===== config.mk =====
export PLATFORM = sky130hd
export DESIGN_NAME = uart_cmd_decoder
export DESIGN_NICKNAME = d
export VERILOG_FILES = /design/src/rtl/uart_cmd_decoder.sv
export SDC_FILE = /design/constraint.sdc
export NUM_CORES = 1
export LEC_CHECK = 0
export CORE_ASPECT_RATIO = 1.75
export CORE_MARGIN = 10
export CORE_UTILIZATION = 45
export CTS_CLUSTER_SIZE = 24
export DETAILED_ROUTE_END_ITERATION = 8
export GPL_ROUTABILITY_DRIVEN = 0
export PLACE_DENSITY = 0.75
export SLEW_MARGIN = 20
export SYNTH_ARGS = -nofsm -noshare
export SYNTH_HDL_FRONTEND = slang
export SYNTH_SLANG_ARGS = --single-unit

===== constraint.sdc =====
create_clock -name i_clk -period 1.55 [get_ports i_clk]
set_input_delay 0.31 -clock i_clk [delete_from_list [all_inputs] [get_ports i_clk]]
set_output_delay 0.31 -clock i_clk [all_outputs]
set_load 0.1 [all_outputs]

===== src/rtl/uart_cmd_decoder.sv =====
// rtl/uart_cmd_decoder.sv - UART byte-frame command decoder driving a 16-bit bus and returning response bytes
module uart_cmd_decoder #(
  parameter int TIMEOUT = 2000
) (
  input  logic        i_clk,
  input  logic        i_reset_n,
  input  logic [7:0]  i_dat,
  input  logic        i_received,
  output logic [15:0] o_addr,
  output logic [15:0] o_wdat,
  output logic        o_we,
  output logic        o_cyc,
  input  logic        i_ack,
  input  logic [15:0] i_rdat,
  output logic [7:0]  o_tx_dat,
  output logic        o_tx_start,
  input  logic        i_tx_busy,
  output logic        o_err,
  output logic        o_overrun,
  output logic        o_busy
);

  typedef enum logic [2:0] {
    IDLE,
    ADDR_H,
    ADDR_L,
    DATA_H,
    DATA_L,
    BUS,
    SEND,
    SENDWAIT
  } state_t;

  localparam logic [7:0]  CMD_WRITE = 8'h57;
  localparam logic [7:0]  CMD_READ  = 8'h52;
  localparam logic [7:0]  WRITE_ACK = 8'h4B;
  // Abort fires on the idle cycle that would bring the counter to TIMEOUT.
  localparam logic [15:0] IDLE_LAST = 16'(TIMEOUT - 1);

  state_t      state;
  logic [15:0] idle_cnt;
  logic [7:0]  tx_next;
  logic        tx_more;

  assign o_busy = (state != IDLE);

  // Frame parser, bus master and response sequencer in one registered FSM.
  always_ff @(posedge i_clk) begin
    if (!i_reset_n) begin
      state      <= IDLE;
      idle_cnt   <= 16'd0;
      o_addr     <= 16'd0;
      o_wdat     <= 16'd0;
      o_we       <= 1'b0;
      o_cyc      <= 1'b0;
      o_tx_dat   <= 8'd0;
      o_tx_start <= 1'b0;
      o_err      <= 1'b0;
      o_overrun  <= 1'b0;
      tx_next    <= 8'd0;
      tx_more    <= 1'b0;
    end else begin
      o_err     <= 1'b0;
      o_overrun <= 1'b0;
      case (state)
        IDLE: begin
          if (i_received) begin
            if (i_dat == CMD_WRITE) begin
              o_we     <= 1'b1;
              idle_cnt <= 16'd0;
              state    <= ADDR_H;
            end else if (i_dat == CMD_READ) begin
              o_we     <= 1'b0;
              idle_cnt <= 16'd0;
              state    <= ADDR_H;
            end else begin
              o_err <= 1'b1;
            end
          end
        end
        ADDR_H, ADDR_L, DATA_H, DATA_L: begin
          // A byte in the expiry cycle wins over the timeout.
          if (i_received) begin
            idle_cnt <= 16'd0;
            case (state)
              ADDR_H: begin
                o_addr[15:8] <= i_dat;
                state        <= ADDR_L;
              end
              ADDR_L: begin
                o_addr[7:0] <= i_dat;
                if (o_we) begin
                  state <= DATA_H;
                end else begin
                  o_cyc <= 1'b1;
                  state <= BUS;
                end
              end
              DATA_H: begin
                o_wdat[15:8] <= i_dat;
                state        <= DATA_L;
              end
              default: begin
                o_wdat[7:0] <= i_dat;
                o_cyc       <= 1'b1;
                state       <= BUS;
              end
            endcase
          end else if (idle_cnt == IDLE_LAST) begin
            idle_cnt <= 16'd0;
            o_err    <= 1'b1;
            state    <= IDLE;
          end else begin
            idle_cnt <= idle_cnt + 16'd1;
          end
        end
        BUS: begin
          if (i_received) begin
            o_overrun <= 1'b1;
          end
          if (o_cyc && i_ack) begin
            o_cyc    <= 1'b0;
            o_tx_dat <= o_we ? WRITE_ACK : i_rdat[15:8];
            tx_next  <= i_rdat[7:0];
            tx_more  <= !o_we;
            state    <= SEND;
          end
        end
        SEND: begin
          if (i_received) begin
            o_overrun <= 1'b1;
          end
          if (!i_tx_busy) begin
            o_tx_start <= 1'b1;
            state      <= SENDWAIT;
          end
        end
        SENDWAIT: begin
          if (i_received) begin
            o_overrun <= 1'b1;
          end
          // The start-pulse cycle is skipped because busy only rises after it.
          if (o_tx_start) begin
            o_tx_start <= 1'b0;
          end else if (!i_tx_busy) begin
            if (tx_more) begin
              o_tx_dat <= tx_next;
              tx_more  <= 1'b0;
              state    <= SEND;
            end else begin
              state <= IDLE;
            end
          end
        end
        default: begin
          state <= IDLE;
        end
      endcase
    end
  end

endmodule


Word level (Yosys, flattened, before mapping) --
Cells that the tools add are included.
Storage, ports and cells: output and inout bits 46, bits in registers 73, input bits 29
Cells by class: equality and inequality tests 21, reductions and logical operators 26, bitwise logic cells 1, mux-type cells 45, add/sub/neg operators 1
Operators with widths (count):
- two-way mux 16 bit | 5
- two-way mux 8 bit | 5
- two-way mux 3 bit | 11
- one-hot mux 16 bit (2 select lines) | 1
- AND reduction 3 bit | 6
- adder 16 x 1 -> 16 bit (second input constant) | 1
- == test 16 x 11 -> 1 bit (second input constant) | 1
- == test 8 x 7 -> 1 bit (second input constant) | 2
- inequality test 2 bit (second input constant) | 8
- one-hot mux 8 bit (2 select lines) | 1
- two-way mux 1 bit | 15
- one-hot mux 3 bit (5 select lines) | 1
- == test 3 bit (second input constant) | 4
- one-hot mux 1 bit (2 select lines) | 5
- AND reduction 5 bit | 2
- nonzero test 2 bit | 5
- inequality test 3 bit (second input constant) | 3
- one-hot mux 3 bit (3 select lines) | 1
- AND reduction 7 bit | 1
- == test 3 x 2 -> 1 bit (second input constant) | 2
- AND reduction 2 bit | 3
- OR reduction 3 bit | 2
- AND reduction 4 bit | 1
- OR reduction 4 bit | 1
- 7 further kinds | 7

Depth between registers and ports, before layout --
word-level depth 5, depth in mapped cells 7, gate-level depth less buffers 5

Worst setup path before layout --
Ideal clock, no wire load.
path type reg-to-reg, start point register o_cyc, end point register state[1], data arrival time 1.947 ns, cell stages (with the launch flop) 5, clock period less this slack 2.042 ns, setup time 0.095 ns, setup slack -0.492 ns, data required time 1.455 ns, cell sequence dfxtp_1 nand3b_4 a41o_1 a211o_1 a221oi_1
On the way: cells in the longest elaborated chain, start to end 3
Ends and longest elaborated chain:
- from (decl) | RTL line 12 | output logic o_cyc,
- from (signal assigned) | RTL line 55 | o_cyc <= 1'b0;
- from (signal assigned) | RTL line 95 | o_cyc <= 1'b1;
- from (signal assigned) | RTL line 105 | o_cyc <= 1'b1;
- logical AND 1 bit | RTL line 121 | if (o_cyc && i_ack) begin
- inequality test 2 bit (no line)
- AND reduction 7 bit (no line)
- to (signal assigned) | RTL line 112 | state <= IDLE;
- to (signal assigned) | RTL line 126 | state <= SEND;
- to (signal assigned) | RTL line 135 | state <= SENDWAIT;
- to (decl) | RTL line 40 | state_t state;
Every way passes these cells. A chain may end at the register's enable or synchronous reset.

Worst setup path in the final report --
start point register state[0], end point register idle_cnt[6]
On the way: cells in the longest elaborated chain, start to end 4, elaborated cells on any way between the ends 11, those cells by class 6 x eq/ne; 1 x mux; 4 x reduce/logical
Ends and longest elaborated chain:
- from (signal assigned) | RTL line 50 | state <= IDLE;
- from (signal assigned) | RTL line 71 | state <= ADDR_H;
- from (signal assigned) | RTL line 75 | state <= ADDR_H;
- == test 3 x 1 -> 1 bit, or another cell as far along | RTL line 65 | case (state)
- OR reduction 4 bit | RTL line 65
- nonzero test 2 bit (no line)
- AND reduction 3 bit (no line)
- to (signal assigned) | RTL line 114 | idle_cnt <= idle_cnt + 16'd1;
- to (decl) | RTL line 41 | logic [15:0] idle_cnt;
Several ways; a longest one is shown, not always the timed one.

==> out/metrics.cfg <==
[logic_synthesis]
netlist_top_cells_area=sky130_fd_sc_hd__dfxtp_1, sky130_fd_sc_hd__nand2_1, sky130_fd_sc_hd__a21oi_1
synth_cells=401
sequential_fraction_of_the_synthesis_area_pct=43.13
yosys.area.top_type_share_pct=43.13
synth_async_sr_flop_share_pct=0
yosysMostFrequentCell=sky130_fd_sc_hd__dfxtp_1
synth_edf_count=0
post_synth.cell_area_avg_um2=8.450
mappedNetlistArea_um2=3388
post_synth_num_cell_types=58
ys_dominant_reg_cell=sky130_fd_sc_hd__dfxtp_1
ys.warnings.count=0
number_of_nets_in_the_synthesized_netlist=431
synth.largest_area_cell=sky130_fd_sc_hd__dfxtp_1
netlist_top_cells_count=sky130_fd_sc_hd__dfxtp_1, sky130_fd_sc_hd__nand2_1, sky130_fd_sc_hd__a21oi_1, sky130_fd_sc_hd__nor2_1, sky130_fd_sc_hd__clkbuf_1
yosys_register_bits=73

[die]
core_region_area_um2=7284
die_height_um=134.8
floorplan.rows=41
start_util_pct=46.51
fp.dieArea_um2=11540
io_pins=75
dieWidth_um=85.60

[setup_path]
regToRegStartpoint=state[0]
worst_ep_required_time_ns=1.81
cp.arrival_ns=1.85
cells_on_worst_reg2reg_path=6
reg2reg_setup_slack_ns=-0.05
timing.rr.end=idle_cnt[6]
timing.critical_path.from_type=register
worstSetupPathType=reg2reg
crit_path_end_kind=register
timing.critical_path.fanout_max=5

[route]
detail_route.vias_per_cell=5.866
detailroute.via_count=3684
detailedRoute.firstIterationViolations=236
wire_per_inst_um=19.70
detail_route.drc_violations=0
remaining_number_of_nets_flagged_by_the_antenna_check_after_routing=0
drt_pass1_iterations=5
routed_wl_mm=12.37

[min_path]
whs_endpoint=o_addr[2]
worstHoldStart=i_dat[2]
hold_class=in2reg
min_delay_path_depth=4

[clocking]
cts_max_level=3
clkLatencyLatePin_ns=0.34
cts_tree=built
clock_tree.buffer_depth=2
cts_hold_repair.buffers=0
number_of_buffers_created_by_cts=9
cts.root.buffer_cell=sky130_fd_sc_hd__clkbuf_16
clkTransAtPathRegs_ns=0.06
cts_sinks=73

[timing]
final.setup.tns_ns=-0.06866
slew_headroom_pct=78.10
min_period_ns=1.596
worst_max_slew_pin_slew_ns=0.3261
fmax_ghz=0.6266
drv_slew=0
timing.final.crit_share_pct=103.0
layout_setup_ws_ns=-0.04589
timing_hold_violations_final=0
worst_skew_ns=0.01051
setup_viol=2
fin_hold_ws_ns=0.4490
rsz0062_at_grt=yes

[placed_design]
dp_hpwl_mm=8.541
dp_cells=602
post_placement_cell_area_um2=5170
placement.io_buffers=74

[global_routing]
grt_max_degree=57
first_global_vias=3803
grt_use_total_pct=20.81
grt_antenna_before_repair=1
globalRoute.totalOverflow=0
global_route_wire_length_before_repair_mm=19.29

[pwr]
irDropWorstVdd_mv=0.8874
power-per-cell-area_nw_per_um2=716.3
total_leakage_power_nw=2.144

[status]
outcome=finished with violations
violated_checks=setup timing

[flow_run]
maxCapViolCount=0

[final_layout]
syn_to_final_growth_pct=68.21
final_layout_size_suffix_gt1_share_pct=34.75
finish.utilization_pct=78.24
nets=566
fin_cells=628
design_area_um2=5699

-- worst max-delay path by stage --
stage	start	end	slack, ns	cells past startpoint
2_1_floorplan	idle_cnt[0]	state[1]	0.0001	5
3_5_place_dp	i_dat[0]	idle_cnt[10]	-0.40	6
6_report	state[0]	idle_cnt[6]	-0.05	6
3_3_place_gp	i_dat[6]	idle_cnt[10]	-0.33	6
4_1_cts	state[0]	idle_cnt[6]	-0.02	6
5_1_grt	state[2]	idle_cnt[10]	-0.10	6
-- power breakdown --
part	switching [mW]	total (mW)	internal [mW]
registers	0.00235	1.88	1.87
clock network	0.805	1.98	1.17
logic	0.110	0.232	0.122
-- registers in the layout, summed over array words and instances (netlist names) --
register    count
idle_cnt       16
o_wdat         16
o_tx_dat        8
o_overrun       1
tx_next         8
state           3
tx_more         1
o_cyc           1
o_addr         16
o_tx_start      1
o_err           1
o_we            1
-- per-layer routing --
| metal | share of wire (%) | wire length [µm] | vias to the layer above | track usage, % |
|---|---|---|---|---|
| met4 | 5.0 | 618 | 0 | 11.95 |
| met1 | 33 | 4025 | 1772 | 19.71 |
| met2 | 57 | 7071 | 145 | 39.46 |
| met3 | 5.3 | 656 | 44 | 4.217 |
| met5 | 0 | 0 | - | 0 |
| li1 | - | - | 1723 | - |
-- worst max-delay path: stages (launching register included) --
cell                       delay, ns
sky130_fd_sc_hd__dfxtp_4        0.37
sky130_fd_sc_hd__o21a_4         0.24
sky130_fd_sc_hd__buf_6          0.12
sky130_fd_sc_hd__nor4_4         0.24
sky130_fd_sc_hd__buf_4          0.21
sky130_fd_sc_hd__o211ai_1       0.15
sky130_fd_sc_hd__a31oi_1        0.20
-- final cells by class --
cell class	count	area [µm²]
Tap cell	86	107.6
Inverter	11	41.29
Multi-Input combinational cell	289	1894
Clock buffer	12	256.5
Timing Repair Buffer	152	1888
Antenna cell	1	2.502
Sequential cell	73	1480
Clock inverter	4	28.78
Fill cell	444	1585
-- stage by stage --
step                      total power, mW  setup WS, ns
final                               4.082      -0.04589
after global routing                4.173       -0.1020
after CTS                           4.107      -0.02054
after detailed placement            2.142       -0.3986
after global placement              2.139       -0.3344
after floorplan                     1.991     0.0001401
-- placed cells by master, fill, tap and decap left out, types with 3 or more instances in the layout --
cell type and n:
sky130_fd_sc_hd__nor3b_2 4, sky130_fd_sc_hd__inv_2 3, sky130_fd_sc_hd__dfxtp_4 3, sky130_fd_sc_hd__dfxtp_2 6, sky130_fd_sc_hd__buf_4 67, sky130_fd_sc_hd__nor2_1 21
sky130_fd_sc_hd__a211oi_1 4, sky130_fd_sc_hd__nand2_1 64, sky130_fd_sc_hd__nand3_1 13, sky130_fd_sc_hd__o21ai_0 8, sky130_fd_sc_hd__dfxtp_1 64, sky130_fd_sc_hd__a31oi_1 12
sky130_fd_sc_hd__nand2b_1 6, sky130_fd_sc_hd__buf_6 4, sky130_fd_sc_hd__a21oi_1 41, sky130_fd_sc_hd__inv_1 8, sky130_fd_sc_hd__nand4_1 10, sky130_fd_sc_hd__or3_1 9
sky130_fd_sc_hd__buf_12 53, sky130_fd_sc_hd__clkbuf_16 9, sky130_fd_sc_hd__o211ai_1 9, sky130_fd_sc_hd__a41oi_1 3, sky130_fd_sc_hd__clkdlybuf4s50_1 21, sky130_fd_sc_hd__nor3_1 4
sky130_fd_sc_hd__and3_1 5, sky130_fd_sc_hd__mux2i_1 12, sky130_fd_sc_hd__nor3_2 3, sky130_fd_sc_hd__and4_1 3, sky130_fd_sc_hd__dlygate4sd2_1 5
-- repair_timing --
item                                    CTS  global route
gates cloned                              0             0
endpoints found under the setup margin   20            29
buffers inserted                          4             5
pin swaps                                 8             7
resized for setup                        19            28
-- logic make-up (layout without fill, tap and decap cells) --
family	count (synthesis)	in the layout	share of synthesized area (%)
other cells	0	1	0
mux	13	13	3.840
simple gates	170	170	27.66
xor+xnor	2	2	0.5171
flops	73	73	43.13
fa+ha+maj	1	1	0.3692
compound gates	103	103	19.46
buf+inv	39	179	5.022
(Power assumes the default switching activity.)
